File: src/rtl/sprite_rom_arb_pkg.sv
// sprite_rom_arb_pkg: shared tag type and default widths for the sprite ROM arbiter
package sprite_rom_arb_pkg;

    typedef enum logic [1:0] {
        TAG_NONE,
        TAG_DISP,
        TAG_AUX0,
        TAG_AUX1
    } tag_t;

    localparam int DEF_ADDR_W     = 19;
    localparam int DEF_DATA_W     = 2;
    localparam int DEF_STARVE_LIM = 255;

endpackage

File: src/rtl/sprite_rom_arbiter_if.sv
// sprite_rom_arbiter_if: display, auxiliary and ROM-side signals of the sprite ROM arbiter
interface sprite_rom_arbiter_if
    import sprite_rom_arb_pkg::*;
#(
    parameter int ADDR_W = DEF_ADDR_W,
    parameter int DATA_W = DEF_DATA_W
);

    logic                  disp_req;
    logic [ADDR_W-1:0]     disp_addr;
    logic                  disp_valid;
    logic [DATA_W-1:0]     disp_data;
    logic [1:0]            aux_req;
    logic [2*ADDR_W-1:0]   aux_addr;
    logic [1:0]            aux_gnt;
    logic [1:0]            aux_valid;
    logic [DATA_W-1:0]     aux_data;
    logic [1:0]            aux_starve;
    logic [ADDR_W-1:0]     rom_address;
    logic [DATA_W-1:0]     rom_q;

    modport master (
        output disp_req, disp_addr, aux_req, aux_addr, rom_q,
        input  disp_valid, disp_data, aux_gnt, aux_valid, aux_data, aux_starve, rom_address
    );

    modport slave (
        input  disp_req, disp_addr, aux_req, aux_addr, rom_q,
        output disp_valid, disp_data, aux_gnt, aux_valid, aux_data, aux_starve, rom_address
    );

endinterface

File: src/rtl/sprite_rom_arb_rr.sv
// sprite_rom_arb_rr: two-way round-robin picker; ptr selects the winner only on contention
module sprite_rom_arb_rr (
    input  logic [1:0] req,
    input  logic       ptr,
    output logic [1:0] gnt
);

    assign gnt = &req ? (ptr ? 2'b10 : 2'b01) : req;

endmodule

File: src/rtl/sprite_rom_arbiter.sv
// sprite_rom_arbiter: shares one sprite ROM port between display fetch and two auxiliary readers
module sprite_rom_arbiter
    import sprite_rom_arb_pkg::*;
#(
    parameter int ADDR_W     = DEF_ADDR_W,
    parameter int DATA_W     = DEF_DATA_W,
    parameter int ROM_LAT    = 1,
    parameter int STARVE_LIM = DEF_STARVE_LIM
) (
    input logic vga_clk,
    input logic reset_n,
    sprite_rom_arbiter_if.slave bus
);

    localparam logic [7:0] LIM = 8'(STARVE_LIM);

    logic              ptr;
    logic [1:0]        rr_gnt;
    logic [7:0]        cnt [2];
    logic [7:0]        cnt_nxt [2];
    logic [DATA_W-1:0] q;
    tag_t              tag_pipe [ROM_LAT];
    tag_t              win;
    tag_t              ret;

    sprite_rom_arb_rr u_rr (.req(bus.aux_req), .ptr(ptr), .gnt(rr_gnt));

    assign bus.aux_gnt = (reset_n && !bus.disp_req) ? rr_gnt : 2'b00;
    assign q = bus.rom_q;
    assign ret = tag_pipe[ROM_LAT-1];

    always_comb begin
        win = bus.disp_req ? TAG_DISP : bus.aux_gnt[0] ? TAG_AUX0 : bus.aux_gnt[1] ? TAG_AUX1 : TAG_NONE;
        for (int j = 0; j < 2; j++)
            cnt_nxt[j] = (!bus.aux_req[j] || bus.aux_gnt[j]) ? 8'd0 : (cnt[j] == LIM) ? cnt[j] : cnt[j] + 8'd1;
    end

    // the tag travels alongside the ROM access so each return lands on the right requester
    always_ff @(posedge vga_clk) begin
        if (!reset_n) begin
            ptr             <= 1'b0;
            bus.rom_address <= '0;
            bus.disp_valid  <= 1'b0;
            bus.disp_data   <= '0;
            bus.aux_valid   <= 2'b00;
            bus.aux_data    <= '0;
            bus.aux_starve  <= 2'b00;
            for (int j = 0; j < 2; j++) cnt[j] <= 8'd0;
            for (int j = 0; j < ROM_LAT; j++) tag_pipe[j] <= TAG_NONE;
        end else begin
            ptr             <= |bus.aux_gnt ? bus.aux_gnt[0] : ptr;
            bus.rom_address <= win == TAG_DISP ? bus.disp_addr :
                               win == TAG_AUX0 ? bus.aux_addr[ADDR_W-1:0] :
                               win == TAG_AUX1 ? bus.aux_addr[2*ADDR_W-1:ADDR_W] : bus.rom_address;
            tag_pipe[0]     <= win;
            for (int j = 1; j < ROM_LAT; j++) tag_pipe[j] <= tag_pipe[j-1];
            bus.disp_valid  <= ret == TAG_DISP;
            bus.disp_data   <= ret == TAG_DISP ? q : bus.disp_data;
            bus.aux_valid   <= {ret == TAG_AUX1, ret == TAG_AUX0};
            bus.aux_data    <= (ret == TAG_AUX0 || ret == TAG_AUX1) ? q : bus.aux_data;
            for (int j = 0; j < 2; j++) cnt[j] <= cnt_nxt[j];
            bus.aux_starve  <= bus.aux_starve | (bus.aux_req & {cnt_nxt[1] == LIM, cnt_nxt[0] == LIM});
        end
    end

endmodule

File: src/flat_wrapper.sv
// flat-port wrapper written by rule: the top's interface ports become plain ports
module sprite_rom_arbiter_flat import sprite_rom_arb_pkg::*;
#(
    parameter int ADDR_W     = DEF_ADDR_W,
    parameter int DATA_W     = DEF_DATA_W,
    parameter int ROM_LAT    = 1,
    parameter int STARVE_LIM = DEF_STARVE_LIM
)
  (vga_clk, reset_n, bus_disp_req, bus_disp_addr, bus_aux_req, bus_aux_addr, bus_rom_q, bus_disp_valid, bus_disp_data, bus_aux_gnt, bus_aux_valid, bus_aux_data, bus_aux_starve, bus_rom_address);
  sprite_rom_arbiter_if #(.ADDR_W(ADDR_W), .DATA_W(DATA_W)) bus_i ();
  input logic vga_clk;
  input logic reset_n;
  input wire logic [$bits(bus_i.disp_req)-1:0] bus_disp_req;
  input wire logic [$bits(bus_i.disp_addr)-1:0] bus_disp_addr;
  input wire logic [$bits(bus_i.aux_req)-1:0] bus_aux_req;
  input wire logic [$bits(bus_i.aux_addr)-1:0] bus_aux_addr;
  input wire logic [$bits(bus_i.rom_q)-1:0] bus_rom_q;
  output wire logic [$bits(bus_i.disp_valid)-1:0] bus_disp_valid;
  output wire logic [$bits(bus_i.disp_data)-1:0] bus_disp_data;
  output wire logic [$bits(bus_i.aux_gnt)-1:0] bus_aux_gnt;
  output wire logic [$bits(bus_i.aux_valid)-1:0] bus_aux_valid;
  output wire logic [$bits(bus_i.aux_data)-1:0] bus_aux_data;
  output wire logic [$bits(bus_i.aux_starve)-1:0] bus_aux_starve;
  output wire logic [$bits(bus_i.rom_address)-1:0] bus_rom_address;
  assign bus_i.disp_req = bus_disp_req;
  assign bus_i.disp_addr = bus_disp_addr;
  assign bus_i.aux_req = bus_aux_req;
  assign bus_i.aux_addr = bus_aux_addr;
  assign bus_i.rom_q = bus_rom_q;
  assign bus_disp_valid = bus_i.disp_valid;
  assign bus_disp_data = bus_i.disp_data;
  assign bus_aux_gnt = bus_i.aux_gnt;
  assign bus_aux_valid = bus_i.aux_valid;
  assign bus_aux_data = bus_i.aux_data;
  assign bus_aux_starve = bus_i.aux_starve;
  assign bus_rom_address = bus_i.rom_address;
  sprite_rom_arbiter #(.ADDR_W(ADDR_W), .DATA_W(DATA_W), .ROM_LAT(ROM_LAT), .STARVE_LIM(STARVE_LIM)) u_core (.vga_clk(vga_clk), .reset_n(reset_n), .bus(bus_i));
endmodule
File: config.mk
export PLATFORM = sky130hd
export DESIGN_NAME = sprite_rom_arbiter_flat
export DESIGN_NICKNAME = d
export VERILOG_FILES = /design/src/rtl/sprite_rom_arb_pkg.sv /design/src/rtl/sprite_rom_arbiter_if.sv /design/src/rtl/sprite_rom_arb_rr.sv /design/src/rtl/sprite_rom_arbiter.sv /design/src/flat_wrapper.sv
export SDC_FILE = /design/constraint.sdc
export NUM_CORES = 1
export LEC_CHECK = 0
export CAP_MARGIN = 10
export CELL_PAD_IN_SITES_DETAIL_PLACEMENT = 1
export CELL_PAD_IN_SITES_GLOBAL_PLACEMENT = 1
export CORE_MARGIN = 4
export CORE_UTILIZATION = 31
export CTS_CLUSTER_SIZE = 16
export DETAILED_ROUTE_END_ITERATION = 10
export PLACE_DENSITY = 0.81
export SYNTH_ARGS = -nofsm -noshare
export SYNTH_HDL_FRONTEND = slang
export SYNTH_HIERARCHICAL = 1
export SYNTH_SLANG_ARGS = --single-unit
File: constraint.sdc
create_clock -name vga_clk -period 2.4 [get_ports vga_clk]
set_clock_uncertainty 0.15 [all_clocks]
set_input_delay 0.36 -clock vga_clk [delete_from_list [all_inputs] [get_ports vga_clk]]
set_output_delay 0.36 -clock vga_clk [all_outputs]
set_load 0.01 [all_outputs]
==> results.py, run 1 <==
metrics = {
    "status": {
        "outcome": "finished clean",
    },
    "clocking": {
        "clock_path_buffers": 2,
        "cts_max_level": 2,
        "cts_buffers": 5,
        "postCtsSetupBuffers": 0,
        "cts_tree": "built",
        "cts.sinks": 47,
        "cts_root_buf": "clkbuf_8",
        "hold_buffers": 0,
        "insertion_delay_ns": 0.29,
        "path_clk_slew_ns": 0.08,
        "cts_resized": 3,
    },
    "routing": {
        "dr.pass1.iters": 4,
        "vias": 2309,
        "via_per_inst": 4.913,
        "detail_route.iter0.violations": 30,
        "drc_errors": 0,
        "antenna_left": 0,
        "wirelength_um": 7120,
        "wl_per_cell_um": 15.15,
    },
    "place": {
        "numPortBuffers": 93,
        "place_area_um2": 3398,
        "dpl.hpwl_um": 5516,
        "dp_cells": 464,
        "post-place-ws_ns": -0.1526,
        "gp_congestion": 0.8652,
    },
    "floorplanning": {
        "rows": 31,
        "io_pins": 94,
        "start_util": 0.3198,
        "die_height_um": 94.74,
        "die_x_um": 94.74,
        "core_um2": 7292,
        "die_area_um2": 8975,
    },
    "setup_path": {
        "arrival_ns": 1.76,
        "critical_path_class": "input port to primary output",
        "path_max_fanout": 2,
        "required_ns": 1.89,
        "startpoint_type": "input port",
        "crit_path_start": "bus_aux_req[0]",
        "endpoint_kind": "primary output",
        "r2r_start": "u_core/cnt[0][0]",
    },
    "sta": {
        "finalHoldViolations": 0,
        "tightest_slew_ns": 0.3929,
        "fin_crit_sh": 0.9455,
        "rsz0062_at_grt": "no",
        "period_needed_ns": 2.269,
        "slew_headroom": 0.7380,
        "layout_setup_ws_ns": 0.1308,
        "setup_viol": 0,
        "slew_violations": 0,
        "fmax_ghz": 0.4407,
    },
    "synthesis": {
        "yosysWarnings": 6,
        "synth_cells": 277,
        "yosys.area.top_type": "dfxtp_1",
        "syn_area_per_cell_um2": 8.420,
        "yosys_register_bits": 47,
        "yosysSeqAreaShare": 0.4034,
        "synth-edff-count": 0,
        "synth_ff_type": "dfxtp_1",
        "syn-cell-area_um2": 2332,
        "synth_nets": 343,
        "synth_top_cells_by_area": "dfxtp_1 40%, mux2i_1 19%, nor2_1 6.1%, o21ai_0 5.4%, nand2_1 5.0%",
        "synth_top_area_share": 0.4034,
        "async_flop_share": 0,
        "ys_types": 39,
    },
    "finish": {
        "nNetsFinal": 438,
        "n_antenna_cell": 0,
        "instances_no_fill": 470,
        "drive_gt1_frac": 0.05930,
        "syn2layout_area_growth_pct": 48.87,
        "fin_util": 0.4762,
        "stdcell_area_um2": 3472,
    },
    "global_route": {
        "grt_max_degree": 40,
        "first_global_vias": 2407,
        "grt_use_total": 0.1655,
        "grt_pass1_wl_um": 11620,
        "grt_overflow": 0,
        "grt_antenna_before_repair": 0,
    },
    "worst_hold_path": {
        "hold_start": "u_core/tag_pipe[0][0]",
        "hp-class": "flip-flop to flip-flop",
    },
    "power": {
        "ir_worst_vdd_mv": 0.2324,
        "p_per_area_nw_per_um2": 471.5,
        "p_leak_uw": 0.001471,
    },
    "run": {
        "drv_cap": 0,
    },
}
cell families (layout without fill, tap and decap cells):
logic type | after synthesis | count (layout) | synth area share
AND/OR/NAND/NOR | 107 | 107 | 0.2103
AO/OA/AOI/OAI | 48 | 48 | 0.1212
flip-flops | 47 | 47 | 0.4034
multiplexers | 44 | 44 | 0.1888
buffers and inverters | 24 | 118 | 0.04668
XOR/XNOR | 5 | 5 | 0.01878
adder cells (fa/ha/maj) | 2 | 2 | 0.01073
state kept, by name (all words and copies together), names as in the netlist:
register,flops
u_core/bus.rom_address,19
u_core/bus.aux_valid,2
u_core/bus.aux_starve,2
u_core/bus.disp_valid,1
u_core/bus.disp_data,2
u_core/ptr,1
u_core/cnt,16
u_core/bus.aux_data,2
u_core/tag_pipe,2
critical path, stage by stage:
cell and delay (ns):
clkdlybuf4s50_1 0.50, a21boi_2 0.19, nand2b_1 0.08, or2_2 0.29, inv_1 0.08, dlygate4sd2_1 0.27
layer usage:
metal / routed length [um] / global-route usage / up-vias
met4: 85 / 0.04087 / 0
met5: 0 / 0 / -
met3: 440 / 0.04622 / 8
met1: 2938 / 0.1921 / 1092
met2: 3655 / 0.2983 / 55
li1: - / - / 1154
power by group:
| part | leakage, uW | switching (uW) | internal [uW] |
|---|---|---|---|
| logic | 0.00105 | 137 | 212 |
| clock network | 0.0000371 | 255 | 195 |
| registers | 0.000385 | 23.7 | 815 |
final timing paths:
path                                   end  slack, ns  cells after the start
hold reg to reg    u_core/bus.aux_valid[0]       0.29                      1
hold / removal     u_core/bus.aux_valid[0]       0.29                      1
setup reg to reg  u_core/bus.aux_starve[0]       0.28                      6
setup / recovery            bus_aux_gnt[0]       0.13                      6
placed cells by master, fill, tap and decap left out, types with 2 or more instances in the layout:
cell type        Yosys  routed
and3_1               4       4
nor3_1               5       5
mux2i_1             44      44
o21ai_0             25      25
nand2_1             31      31
nor3b_1              2       2
dlygate4sd2_1        0       2
nand4_1              4       4
a21boi_2             0       2
nor2_1              38      38
clkbuf_8             0       5
inv_1                7       7
a21oi_1              7       7
buf_4                1      12
xnor2_1              4       4
a211oi_1             4       4
ha_1                 2       2
a31oi_1              5       5
dfxtp_1             47      47
nand2b_1             2       2
a32o_1               2       2
nand3_1             10      10
nor4_1               2       2
clkdlybuf4s50_1      0      91
Yosys cell counts, types with 4 or more instances:
cell type and n:
nor2_1 38, a31oi_1 5, o21ai_0 25, nand2_1 31, mux2i_1 44, dfxtp_1 47
clkbuf_1 7, inv_1 7, a211oi_1 4, and3_1 4, nor3_1 5, buf_2 5
a21oi_1 7, nand3_1 10, xnor2_1 4, nand4_1 4
metrics by stage:
step           setup TNS, ns  total power, uW  hold WS (ns)
6_report                   0             1637        0.2914
5_1_grt                    0             1740        0.3513
4_1_cts                    0             1666        0.2962
3_5_place_dp         -0.6429             1211        0.2845
3_3_place_gp         -0.1130             1200        0.2801
2_1_floorplan              0            995.5        0.2458
final cells by class:
class                           instances  area (um^2)
Multi-Input combinational cell        206         1290
Inverter                                7        26.28
Clock buffer                            6        72.57
Sequential cell                        47        940.9
Tap cell                               99        123.9
Timing Repair Buffer                  105         1018
Fill cell                             880         3820
Power figures use the tool's default switching activity.
==> run 2, diff against run 1 <==
--- a/config.mk
+++ b/config.mk
@@ -15,5 +15,4 @@
 export PLACE_DENSITY = 0.81
 export SYNTH_ARGS = -nofsm -noshare
 export SYNTH_HDL_FRONTEND = slang
-export SYNTH_HIERARCHICAL = 1
 export SYNTH_SLANG_ARGS = --single-unit
==> results.py, run 2 <==
metrics = {
    "global_route": {
        "grt_pass1_wl_um": 12090,
        "first_global_vias": 2554,
        "grt_antenna_before_repair": 0,
        "grt_util_met1": 0.1950,
        "grt_max_degree": 34,
        "met2_usage": 0.3251,
        "grt_use_total": 0.1726,
        "grt_overflow": 0,
        "busiest_layer": "met2",
        "met3_usage": 0.03686,
    },
    "clocking": {
        "cts_resized": 2,
        "cts.sinks": 47,
        "postCtsSetupBuffers": 0,
        "cts_max_level": 2,
        "insertion_delay_ns": 0.30,
        "hold_buffers": 0,
        "cts_root_buf": "clkbuf_8",
        "clock_path_buffers": 2,
        "path_clk_slew_ns": 0.09,
        "cts_buffers": 5,
        "cts_tree": "built",
    },
    "synthesis": {
        "synthTopCellsByCount": "52 x nand2_1, 47 x dfxtp_1, 18 x nor2_1",
        "syn_area_per_cell_um2": 8.650,
        "yosys.area.top_type": "dfxtp_1",
        "yosys_register_bits": 47,
        "synth-edff-count": 0,
        "synthMostInstantiatedCell": "nand2_1",
        "synth_ff_type": "dfxtp_1",
        "synth_top_cells_by_area": "dfxtp_1 41%, nand2_1 8.5%, a31oi_1 4.4%, nor2_1 2.9%, o21a_1 2.9%",
        "synth_cells": 266,
        "ys_types": 45,
        "yosysWarnings": 0,
        "synth_nets": 332,
        "synth_top_area_share": 0.4089,
        "syn-cell-area_um2": 2301,
        "yosysSeqAreaShare": 0.4089,
        "async_flop_share": 0,
    },
    "sta": {
        "layout_setup_ws_ns": 0.2674,
        "tightest_slew_ns": 0.4380,
        "rsz0062_at_grt": "no",
        "fin_crit_sh": 0.8886,
        "slew_headroom": 0.7064,
        "setup_viol": 0,
        "timing.hold.ws_ns": 0.2776,
        "fmax_ghz": 0.4689,
        "period_needed_ns": 2.133,
        "finalHoldViolations": 0,
        "slew_violations": 0,
    },
    "run": {
        "drv_cap": 0,
    },
    "finish": {
        "largestRegisters": "u_core.bus.rom_address (19), u_core.cnt (16)",
        "drive_gt1_frac": 0.1041,
        "instances_no_fill": 464,
        "layout_commonest_cell": "clkdlybuf4s50_1",
        "nNetsFinal": 430,
        "syn2layout_area_growth_pct": 50.57,
        "layout_common_cells": "91 x clkdlybuf4s50_1, 52 x nand2_1, 47 x dfxtp_1",
        "largest_reg_flops": 19,
        "top_register": "u_core.bus.rom_address",
        "n_antenna_cell": 0,
    },
    "setup_path": {
        "worstRegToRegCells": 6,
        "required_ns": 1.89,
        "r2r_end": "u_core.cnt[0][11]",
        "r2r_start": "u_core.cnt[0][8]",
        "slowest_stage": "clkdlybuf4s50_1",
        "path_max_fanout": 2,
        "critical_path_buf_inv_count": 2,
        "endpoint_kind": "primary output",
        "arrival_ns": 1.62,
        "critical_path_class": "input port to primary output",
        "cpPeakStageDelay_ns": 0.48,
        "r2r_slack_ns": 0.50,
        "startpoint_type": "input port",
        "crit_chain": "clkdlybuf4s50_1 > nor2b_4 > nor2b_1 > and2_1 > dlygate4sd2_1",
        "crit_family": "buffers and inverters",
    },
    "place": {
        "dp_cells": 456,
        "numPortBuffers": 93,
        "gp_congestion": 0.8225,
        "dpl.hpwl_um": 5681,
        "post-place-ws_ns": -0.01765,
    },
    "worst_hold_path": {
        "hp-class": "flip-flop to flip-flop",
        "hold_start": "u_core.tag_pipe[0][0]",
        "whs_path_depth": 1,
        "worst_hold_path.endpoint": "u_core.bus.aux_valid[0]",
    },
    "routing": {
        "drc_errors": 0,
        "dr.pass1.iters": 4,
        "vias": 2392,
        "wirelength_um": 7510,
        "detail_route.iter0.violations": 49,
        "wl_per_cell_um": 16.19,
        "via_per_inst": 5.155,
        "antenna_left": 0,
    },
    "floorplanning": {
        "die_area_um2": 8865,
        "rows": 31,
        "die_x_um": 94.16,
        "core_um2": 7214,
        "die_height_um": 94.16,
        "start_util": 0.3189,
        "io_pins": 94,
    },
    "power": {
        "p_clk_frac": 0.349,
        "ir_worst_vdd_mv": 0.1983,
        "p_leak_uw": 0.001301,
        "p_sw_frac": 0.2409,
        "comb_power_share": 0.184,
        "p_sw_uw": 430.5,
        "p_int_uw": 1357,
        "p_seq_frac": 0.467,
        "p_per_area_nw_per_um2": 515.9,
    },
    "status": {
        "outcome": "finished clean",
    },
}
## run 2: cell types whose count changed after synthesis, moves of 4 or more
cell	before	now
nand2_1	31	52
inv_1	7	0
nor2_1	38	18
nor2b_1	1	8
o221ai_1	0	7
mux2i_1	44	6
o21a_1	0	9
o21ai_0	25	11
a22o_1	0	7
a31oi_1	5	16
buf_2	5	0
buf_4	1	5
a31o_2	0	5
## run 2: worst max path at each step
stage          cells past startpoint                  endpoint        startpoint
6_report                           5            bus_aux_gnt[1]           reset_n
5_1_grt                            5            bus_aux_gnt[1]           reset_n
4_1_cts                            5            bus_aux_gnt[1]           reset_n
3_5_place_dp                       5            bus_aux_gnt[1]           reset_n
3_3_place_gp                       5            bus_aux_gnt[1]           reset_n
2_1_floorplan                      7  u_core.bus.aux_starve[0]  u_core.cnt[0][0]
## run 2: cells by family (layout without fill, tap and decap cells)
kind of cell | Yosys count | after routing | synth area share
fa+ha+maj | 2 | 2 | 0.01087
mux | 6 | 6 | 0.02610
flops | 47 | 47 | 0.4089
buf+inv | 18 | 117 | 0.05275
simple gates | 111 | 111 | 0.2376
xor+xnor | 6 | 6 | 0.02284
compound gates | 76 | 76 | 0.2409
## run 2: worst register-to-register path: cells and delay by family, from the launching register on
kind	cells	cell delay (ns)
AOI/OAI and AO/OA	2	0.32
adders and majority gates	1	0.27
DFF	1	0.43
and+or+nand+nor	3	0.69
## run 2: per-stage QoR
step / area, um^2 / power [uW] / util / TNS (ns)
6_report: 3465 / 1787 / 0.4802 / 0
5_1_grt: 3465 / 1865 / 0.4802 / 0
4_1_cts: 3465 / 1804 / 0.4802 / 0
3_5_place_dp: 3346 / 1186 / 0.4638 / -0.01765
3_3_place_gp: 3346 / 1178 / 0.4638 / 0
2_1_floorplan: 2301 / 981.3 / - / 0
## run 2: power groups by stage
stage / Clock, uW / Sequential (uW) / Combinational [uW]
2_1_floorplan: 0 / 863 / 118
6_report: 623 / 834 / 330
3_3_place_gp: 0 / 851 / 327
4_1_cts: 635 / 834 / 335
5_1_grt: 670 / 838 / 356
3_5_place_dp: 0 / 852 / 334
## run 2: cell type report
class,instances,area [um^2]
fillers,894,3750
multi-input cells,201,1239
repair buffers,106,1026
flip-flops and latches,47,940.9
well taps,99,123.9
clock buffers,6,82.58
clock inverters,2,38.79
inverters,3,13.76
## run 2: metal layers
layer	wire length [um]	part of all wire	up-vias
met2	3975	0.53	70
li1	-	-	1148
met1	3053	0.41	1166
met3	409	0.054	8
met4	72	0.0096	0
met5	0	0	-
==> run 3, diff against run 2 <==
--- a/config.mk
+++ b/config.mk
@@ -8,7 +8,7 @@
 export CAP_MARGIN = 10
 export CELL_PAD_IN_SITES_DETAIL_PLACEMENT = 1
 export CELL_PAD_IN_SITES_GLOBAL_PLACEMENT = 1
-export CORE_MARGIN = 4
+export CORE_MARGIN = 2
 export CORE_UTILIZATION = 31
 export CTS_CLUSTER_SIZE = 16
 export DETAILED_ROUTE_END_ITERATION = 10
==> results.py, run 3 (synthesis results as in run 2) <==
metrics = {
    "power": {
        "ir_worst_vdd_mv": 0.2317,
        "p_int_uw": 1433,
        "p_sw_frac": 0.2270,
        "p_clk_frac": 0.369,
        "p_per_area_nw_per_um2": 532.2,
        "comb_power_share": 0.181,
        "p_seq_frac": 0.450,
        "p_sw_uw": 420.8,
        "p_leak_uw": 0.001313,
    },
    "routing": {
        "antenna_left": 0,
        "drc_errors": 0,
        "dr.pass1.iters": 4,
        "via_per_inst": 5.078,
        "detail_route.iter0.violations": 72,
        "wl_per_cell_um": 16.47,
        "vias": 2356,
        "wirelength_um": 7644,
    },
    "global_route": {
        "grt_max_degree": 34,
        "grt_use_total": 0.1876,
        "first_global_vias": 2450,
        "grt_overflow": 0,
        "grt_antenna_before_repair": 0,
        "grt_pass1_wl_um": 12390,
    },
    "finish": {
        "instances_no_fill": 464,
        "top_register": "u_core.bus.rom_address",
        "multi_input_area_um2": 1241,
        "layout_commonest_cell": "clkdlybuf4s50_1",
        "fill_cells": 854,
        "final-seq-area_um2": 940.9,
        "largestRegisters": "u_core.bus.rom_address (19), u_core.cnt (16)",
        "syn2layout_area_growth_pct": 51.39,
        "n_antenna_cell": 0,
        "drive_gt1_frac": 0.1041,
        "nNetsFinal": 430,
        "layout_common_cells": "92 x clkdlybuf4s50_1, 52 x nand2_1, 47 x dfxtp_1",
        "fin_util": 0.4828,
        "largest_reg_flops": 19,
    },
    "worst_hold_path": {
        "hp-class": "flip-flop to flip-flop",
    },
    "sta": {
        "fin_crit_sh": 0.9757,
        "fmax_ghz": 0.4270,
        "slew_headroom": 0.7064,
        "setup_viol": 0,
        "slew_violations": 0,
        "tightest_slew_ns": 0.4380,
        "finalHoldViolations": 0,
        "rsz0062_at_grt": "no",
        "period_needed_ns": 2.342,
    },
    "clocking": {
        "cts_buffers": 5,
        "insertion_delay_ns": 0.30,
        "cts_max_level": 2,
        "cts_resized": 1,
        "cts_root_buf": "clkbuf_8",
        "cts_tree": "built",
        "hold_buffers": 0,
        "postCtsSetupBuffers": 0,
        "path_clk_slew_ns": 0.09,
        "clock_path_buffers": 2,
        "cts.sinks": 47,
    },
    "floorplanning": {
        "start_util": 0.3189,
        "die_x_um": 90.16,
        "io_pins": 94,
        "die_area_um2": 8128,
        "rows": 31,
        "die_height_um": 90.16,
        "core_um2": 7214,
    },
    "run": {
        "drv_cap": 0,
    },
    "setup_path": {
        "endpoint_kind": "primary output",
        "arrival_ns": 1.83,
        "path_max_fanout": 2,
        "startpoint_type": "input port",
        "required_ns": 1.89,
        "critical_path_class": "input port to primary output",
    },
    "place": {
        "dpl.hpwl_um": 5656,
        "numPortBuffers": 93,
        "gp_congestion": 0.8200,
        "dp_cells": 456,
    },
    "status": {
        "outcome": "finished clean",
    },
}
## run 3: power by group through the flow
| stage | registers, uW | logic (uW) | clock network, uW |
|---|---|---|---|
| floorplan | 863 | 118 | 0 |
| global placement | 851 | 330 | 0 |
| detailed placement | 852 | 336 | 0 |
| CTS | 834 | 339 | 698 |
| global route | 839 | 360 | 729 |
| finish | 834 | 336 | 684 |
## run 3: layout make-up
type                            instances  area share
Clock inverter                          2     0.01724
Tap cell                               99     0.03556
Sequential cell                        47      0.2701
Clock buffer                            6     0.02083
Timing Repair Buffer                  106      0.2960
Multi-Input combinational cell        201      0.3563
Inverter                                3    0.003951
## run 3: worst paths after layout
path | from | endpoint | slack [ns] | cells after the start
worst min register to register | u_core.tag_pipe[0][0] | u_core.bus.aux_valid[0] | 0.30 | 1
worst max register to register | u_core.cnt[0][0] | u_core.bus.aux_starve[0] | 0.33 | 6
worst max-delay path | reset_n | bus_aux_gnt[0] | 0.06 | 6
worst min-delay path | u_core.tag_pipe[0][0] | u_core.bus.aux_valid[0] | 0.30 | 1
## run 3: metal layers
layer	vias up	routed length, um	global-route usage
li1	1146	-	-
met1	1135	3393	0.2361
met2	69	3858	0.3258
met3	6	343	0.04526
met4	0	48	0.04103
met5	-	0	0
## run 3: critical path, stage by stage
cell and delay (ns):
clkdlybuf4s50_1 0.50, nor2b_4 0.15, buf_4 0.13, nand3_4 0.08, inv_2 0.07, clkdlybuf4s50_1 0.54
## run 3: per-stage QoR
step                      setup WS, ns  instance area [um^2]  total power, uW  setup TNS [ns]  hold WS, ns
after detailed placement      -0.01232                  3346             1188        -0.01232       0.2844
after CTS                      0.01868                  3481             1871               0       0.2926
after global placement         0.06693                  3346             1181               0       0.2606
final                          0.05830                  3483             1854               0       0.2996
after floorplan                 0.6247                  2301            981.3               0       0.2456
after global routing          0.004243                  3483             1927               0       0.3362
